[src/rtl/fetch_stage.sv]
// fetch_stage: instruction-fetch front end.
// Owns the fetch PC and issues word requests to instruction memory, accepting
// responses in order. Fetched {insn, pc} pairs go into a small circular queue
// so decode can stall. A redirect restarts fetch, flushes the queue and marks
// every still-outstanding response to be dropped.
module fetch_stage #(
    parameter int                ADDR_W      = 32,
    parameter int                QUEUE_DEPTH = 4,
    parameter logic [ADDR_W-1:0] RESET_PC    = '0
) (
    input  logic              clk,
    input  logic              rst,
    output logic              imem_req_valid,
    input  logic              imem_req_ready,
    output logic [ADDR_W-1:0] imem_req_addr,
    input  logic              imem_resp_valid,
    input  logic [31:0]       imem_resp_data,
    input  logic              redirect_valid,
    input  logic [ADDR_W-1:0] redirect_pc,
    input  logic              id_stall,
    output logic [31:0]       insn,
    output logic [ADDR_W-1:0] pc,
    output logic              insn_valid
);
    localparam int          PW      = $clog2(QUEUE_DEPTH);
    localparam int          CW      = $clog2(QUEUE_DEPTH + 1);
    localparam logic [31:0] NOP     = 32'h0000_0013;
    localparam logic [CW:0] DEPTH_C = (CW+1)'(QUEUE_DEPTH);

    typedef struct packed {
        logic [31:0]       insn;
        logic [ADDR_W-1:0] pc;
    } entry_t;

    entry_t            q_mem [QUEUE_DEPTH];
    logic [ADDR_W-1:0] fetch_pc_q, fetch_pc_d;
    logic [ADDR_W-1:0] resp_pc_q, resp_pc_d;
    logic [ADDR_W-1:0] last_pc_q;
    logic [CW-1:0]     inflight_q, inflight_d;
    logic [CW-1:0]     drop_q, drop_d;
    logic [CW-1:0]     count_q, count_d;
    logic [PW-1:0]     wr_ptr_q, wr_ptr_d;
    logic [PW-1:0]     rd_ptr_q, rd_ptr_d;
    logic [CW:0]       credits_used;
    logic [ADDR_W-1:0] redirect_base;
    logic              issue, push, pop;

    // Request side, queue head outputs and per-cycle handshake events.
    // In-flight requests and queued entries share one credit pool, so a
    // response can always be pushed; a pop this cycle does not free a credit.
    always_comb begin
        credits_used   = {1'b0, inflight_q} + {1'b0, count_q};
        imem_req_valid = rst && !redirect_valid && (credits_used < DEPTH_C);
        imem_req_addr  = fetch_pc_q;
        issue          = imem_req_valid && imem_req_ready;
        // A response is kept only when nothing is pending to be dropped and
        // no redirect is discarding this cycle's data.
        push           = imem_resp_valid && (drop_q == '0) && !redirect_valid;
        insn_valid     = (count_q != '0);
        pop            = insn_valid && !id_stall;
        insn           = insn_valid ? q_mem[rd_ptr_q].insn : NOP;
        // pc holds the last presented address while the queue is empty.
        pc             = insn_valid ? q_mem[rd_ptr_q].pc : last_pc_q;
        redirect_base  = redirect_pc & ~ADDR_W'(3);
    end

    // Next-state for PCs, credit counters and queue pointers; redirect wins.
    always_comb begin
        fetch_pc_d = fetch_pc_q;
        resp_pc_d  = resp_pc_q;
        drop_d     = drop_q;
        count_d    = count_q;
        wr_ptr_d   = wr_ptr_q;
        rd_ptr_d   = rd_ptr_q;
        inflight_d = inflight_q + CW'(issue) - CW'(imem_resp_valid);
        if (redirect_valid) begin
            fetch_pc_d = redirect_base;
            resp_pc_d  = redirect_base;
            count_d    = '0;
            wr_ptr_d   = '0;
            rd_ptr_d   = '0;
            // Everything still outstanding after this cycle belongs to the
            // old path; this cycle's response is already discarded.
            drop_d     = inflight_q - CW'(imem_resp_valid);
        end else begin
            if (issue)
                fetch_pc_d = fetch_pc_q + ADDR_W'(4);
            if (imem_resp_valid && (drop_q != '0))
                drop_d = drop_q - CW'(1);
            if (push) begin
                wr_ptr_d  = wr_ptr_q + PW'(1);
                resp_pc_d = resp_pc_q + ADDR_W'(4);
            end
            if (pop)
                rd_ptr_d = rd_ptr_q + PW'(1);
            count_d = count_q + CW'(push) - CW'(pop);
        end
    end

    // Control state registers with asynchronous active-low reset.
    always_ff @(posedge clk or negedge rst) begin
        if (!rst) begin
            fetch_pc_q <= RESET_PC;
            resp_pc_q  <= RESET_PC;
            last_pc_q  <= '0;
            inflight_q <= '0;
            drop_q     <= '0;
            count_q    <= '0;
            wr_ptr_q   <= '0;
            rd_ptr_q   <= '0;
        end else begin
            fetch_pc_q <= fetch_pc_d;
            resp_pc_q  <= resp_pc_d;
            last_pc_q  <= pc;
            inflight_q <= inflight_d;
            drop_q     <= drop_d;
            count_q    <= count_d;
            wr_ptr_q   <= wr_ptr_d;
            rd_ptr_q   <= rd_ptr_d;
        end
    end

    // Queue storage; contents are only visible while count is nonzero,
    // so the array needs no reset.
    always_ff @(posedge clk) begin
        if (push)
            q_mem[wr_ptr_q] <= '{insn: imem_resp_data, pc: resp_pc_q};
    end

endmodule

[config.mk]
export PLATFORM = sky130hd
export DESIGN_NAME = fetch_stage
export DESIGN_NICKNAME = d
export VERILOG_FILES = /design/src/rtl/fetch_stage.sv
export SDC_FILE = /design/constraint.sdc
export NUM_CORES = 1
export LEC_CHECK = 0
export ABC_CLOCK_PERIOD_IN_PS = 4000
export CORE_ASPECT_RATIO = 0.75
export CORE_MARGIN = 5
export CORE_UTILIZATION = 56
export CTS_CLUSTER_DIAMETER = 100
export DETAILED_ROUTE_END_ITERATION = 10
export PLACE_DENSITY = 0.83
export SLEW_MARGIN = 20
export SYNTH_ARGS = -nofsm -noshare
export SYNTH_HDL_FRONTEND = slang
export SYNTH_SLANG_ARGS = --single-unit
[constraint.sdc]
create_clock -name clk -period 4 [get_ports clk]
set_input_delay 0.8 -clock clk [delete_from_list [all_inputs] [get_ports clk]]
set_output_delay 0.8 -clock clk [all_outputs]
set_load 0.01 [all_outputs]
# Word-level counts from Yosys, hierarchy flattened

Memories as Yosys holds them, arrays and structs flattened.
Index checks and enable logic that the tools add are counted.
Widths: inputs -> output; s select.

Add/subtract/negate cells: 11
$lt $le $gt $ge: 1
Multiplexer cells: 15
Reduce and logical (&&, ||, !) cells: 16

Operators by type and width:

| kind                  | number |
|---|---|
| $mux 32               | 6 |
| $add 32x3->32 const B | 2 |
| $mux 3                | 3 |
| $sub 3x1->3           | 3 |
| $mux 2                | 4 |
| $reduce_bool 2->1     | 4 |
| $logic_and 1x1->1     | 7 |
| $add 3x1->3           | 2 |
| $reduce_bool 3->1     | 2 |
| $add 2x1->2 const B   | 2 |
| $add 3x3->4           | 1 |
| $lt 4x3->1 const B    | 1 |
| $logic_not 3->1       | 1 |
| $sub 3x1->3 const B   | 1 |
| $logic_not 1->1       | 2 |
| $mux 1                | 2 |

Flip-flop bits (word level): 109
RAM bits: 256
Bits of input ports: 70
Output and inout port bits: 98
Word-level logic and storage cells: 52
Memories: 1

Memory list:

| memory | depth | bits a word | rd ports | clocked after memory_dff | write ports | line | source |
|---|---|---|---|---|---|---|---|
| q_mem  | 4     | 64          | 1        | 0                        | 1           | 35   | `entry_t q_mem [QUEUE_DEPTH];` |

# Longest topological paths before layout

Word-level depth: 6
Depth in mapped cells: 12
Gate-level depth less buffers: 12

# Worst setup path after synthesis

Ideal clock, no wire load.

Kind: input port to flip-flop
From: input port redirect_valid
To: memory q_mem[0][10] in the netlist's numbering (enable)
Setup time: 0.427 ns
Arrival time: 2.926 ns
Required time: 3.573 ns
Setup slack: 0.648 ns
Cell stages on the path: 4
Path buffers: 2
Cell sequence: clkbuf_1 clkbuf_1 nor2_1 and2_1

Word-level cells in the longest chain between the ends: 4

Ends and longest elaborated chain:

| what                         | line | source |
|---|---|---|
| start: declaration           | 18   | `input logic redirect_valid,` |
| $logic_not 1->1              | 58   | `push = imem_resp_valid && (drop_q == '0) && !redirect_valid;` |
| $logic_and 1x1->1            | 58   |  |
| $mux 1                       | 126  | `if (push)` |
| $mux 1 (not written as such) | 127  | `q_mem[wr_ptr_q] <= '{insn: imem_resp_data, pc: resp_pc_q};` |
| end: declaration             | 35   |  |

Every way passes these cells.

# Worst setup path in the final report

From: register count_q[1]
To: output port pc[5]

Word-level cells in the longest chain between the ends: 2

Ends and longest elaborated chain:

| what                     | line | source |
|---|---|---|
| start: declaration       | 41   | `logic [CW-1:0] count_q, count_d;` |
| start signal: assignment | 117  | `count_q <= count_d;` |
| $reduce_bool 3->1        | 59   | `insn_valid = (count_q != '0);` |
| $mux 32                  | 63   | `pc = insn_valid ? q_mem[rd_ptr_q].pc : last_pc_q;` |
| end: declaration         | 22   | `output logic [ADDR_W-1:0] pc,` |

Every way passes these cells.

==> impl_results.md <==
* Hold crit path type: in -> async
* Fill count at 1709
* Later-pin clock latency in the skew report at about 0.5 ns
* Total core area at approximately 26000 sq um
* Design Area, Final at between 15000 and 20000 sq um
* Max stage delay on crit path at roughly 0.5 ns
* Yosys warnings at 0
* Setup TNS at 0 ns
* Syn Area/Cell at roughly 17 sq um
* Synthesized instance count at 850
* Worst-path maximum fanout at 28
* Final non-filler cell total at 1406
* Via count at between 8000 and 9000
* I/O Buffers at 163
* Gpl congestion at 0.920
* Clk_skew at roughly 0.011 ns
* Max VDD drop at 0.000522 V
* DR top layer: met4
* Power Density at about 620 nW/um^2
* Synth-to-Final Area Change at 22.3%
* RSZ-0062 raised after global routing: false
* Post-CTS Hold Buffers at 0
* DP HPWL at between 15000 and 20000 um
* Post-synth EDFFs at roughly 250
* Max frequency at approximately 280 MHz
* Most frequent cells in the layout: edfxtp_1 (248), clkdlybuf4s50_1 (162), dfrtp_1 (103)
* Slew HR at about 46%
* Final nets at roughly 1100
* Final setup violation count at 0
* Max Cap Violations at 0
* Worst-Margin Slew at ~0.8 ns
* DP Area at roughly 17000 sq um
* Total GRT Usage at between 20% and 30%
* Crit start category: flip-flop
* Dpl cells at roughly 1300
* Final min period at 3.60 ns
* Fraction of registers with async set/reset at ~30%
* Layout cells sized above 1 at about a fifth
* Count of cell types in the netlist at 44
* Drt total wl at between 30000 and 40000 um
* GRT overflow at 0
* Drt initial violations at 579
* Largest net degree at the start of global routing at just under 80
* Met2 routed WL at approximately 14000 um
* Clk root buf: clkbuf_16
* Final slew viol count at 0
* Cells on worst reg2reg path at 10
* Critical path class: reg -> out
* Yosys top cell by area: edfxtp_1
* Worst Setup SP: count_q[1]
* Post-CTS Setup Inserts at 0
* Worst EP required at between 3 and 4 ns
* Reg-to-reg startpoint: inflight_q[2]
* Synth area leaders: edfxtp_1 (51%), dfrtp_1 (18%), mux4_2 (9.6%), mux2_2 (3.9%), xor2_1 (2.0%)
* Ys flop type: edfxtp_1
* Synth top area share at about half
* Crit share post-route at between 80% and 90%
* Via/cell ratio at between 5 and 6
* Yosys reg bits at approximately 350
* Leak pwr at about 6.2 nW
* DR DRC count at 0
* First-pass detailed-route iteration total at 7
* Final hold vios at 0
* Commonest non-fill, non-tap cell in the layout: edfxtp_1
* Inserted Diodes at 0
* Clock buffer depth at 3
* CP arrival at 2.80 ns
* CTS tree: yes
* Met3 routed WL at 2010 um
* Initial Utilization at between 50% and 60%
* CTS H-tree lvls at 2
* CP cell instances: nor3_1 > buf_4 > inv_2 > buf_4 > mux2_2 > clkdlybuf4s50_1
* Sequential-to-total area share from yosys stat at slightly below 70%
* Critical path's slowest cell: clkdlybuf4s50_1
* DIE HEIGHT at around 150 um
* IO Count at approximately 170
* DIE AREA at a little under 30000 sq um
* Initial antenna violation count at 0
* Clock buffer count from CTS at 35
* First-pass GRT wire length at about 48000 um
* CTS sink count at 353
* Status: finished, final reports clean
* Gates resized, CTS repair at 0
* Clock slew at the register clock pins of the worst setup and hold paths at approximately 0.060 ns
* Synth Cell Area at 14500 sq um
* Routed Antenna Nets at 0
* Die X at roughly 200 um
* Cell repeated most along the worst path: buf_4
* Floorplan row count at 51
* Met1 wire length at about 13000 um
* Routed WL per cell at 21.6 um
* Vias in the first global route at roughly 8400
* Crit path capture type: output pin
==> sequential cells by signal (all words and copies together) (netlist names) <==
| signal | count |
|---|---|
| q_mem | 248 |
| last_pc_q | 32 |
| imem_req_addr | 30 |
| resp_pc_q | 30 |
| count_q | 3 |
| drop_q | 3 |
| inflight_q | 3 |
| rd_ptr_q | 2 |
| wr_ptr_q | 2 |
==> where the power goes <==
group          leakage, nW  switching [W]  internal, W  total, W
combinational         2.21        0.00143      0.00183   0.00326
clock                0.563        0.00130      0.00191   0.00321
sequential            3.45       0.000243      0.00430   0.00455
total                 6.23        0.00297      0.00805    0.0110
==> synthesized netlist by cell type (all sizes together), types with 2 or more instances <==
cell type	n
buf	18
mux2i	5
or2	3
and3	17
mux2	51
a311oi	6
nand4	26
o21ai	5
nand3	25
nor4	3
fa	2
and4	5
nor2	24
o21a	3
nand2b	11
inv	21
nor3	12
xor2	33
a21oi	10
a21boi	18
ha	16
dfrtp	105
nand2	22
mux4	62
xnor2	27
clkbuf	21
and2	40
edfxtp	248
==> final timing paths <==
kind,endpoint,slack (ns)
worst max-delay path,pc[5],0.40
worst min-delay path,last_pc_q[15],0.40
worst max register to register,inflight_q[2],1.06
worst min register to register,last_pc_q[0],0.48
max in group asynchronous,rd_ptr_q[0],2.47
min in group clk,last_pc_q[0],0.48
==> final cells by class <==
type                    count  area [sq um]  area share, %
flip-flops and latches    353         10100           56.6
clock inverters            12           106          0.598
repair buffers            187          1840           10.3
well taps                 344           430           2.42
inverters                  21          78.8          0.443
multi-input cells         438          4230           23.8
clock buffers              51          1030           5.78
==> per-layer routing <==
layer	GRT usage [%]	up-vias
li1	-	3623
met1	31.1	4132
met2	32.7	304
met3	4.10	53
met4	5.30	0
met5	0	-
==> metrics by stage <==
step | hold WS [ns] | setup WS (ns) | total power, W | utilization [%]
CTS | 0.389 | 0.345 | 0.0112 | 69.0
finish | 0.402 | 0.403 | 0.0110 | 69.0
global placement | 0.466 | 0.781 | 0.00785 | 64.6
floorplan | 0.493 | 0.648 | 0.00637 | -
detailed placement | 0.474 | 0.755 | 0.00791 | 64.6
global route | 0.413 | 0.249 | 0.0116 | 69.0
==> critical path: cells and delay by family (launching register included) <==
kind / cells / cell delay (ns)
AND/OR/NAND/NOR: 1 / 0.09
buffers and inverters: 4 / 1.34
flip-flops: 1 / 0.45
multiplexers: 1 / 0.39
==> cells by family (layout without fill, tap and decap cells) <==
group / after synthesis / in the layout / share of synthesized area (%)
flip-flops: 353 / 353 / 69.3
AND/OR/NAND/NOR: 193 / 193 / 7.53
multiplexers: 118 / 118 / 13.9
XOR/XNOR: 60 / 60 / 3.61
buffers and inverters: 60 / 271 / 1.75
AO/OA/AOI/OAI: 47 / 47 / 2.27
adder cells (fa/ha/maj): 18 / 18 / 1.65
other: 1 / 2 / 0.0258
No activity file was read; power rests on OpenSTA's default activity.
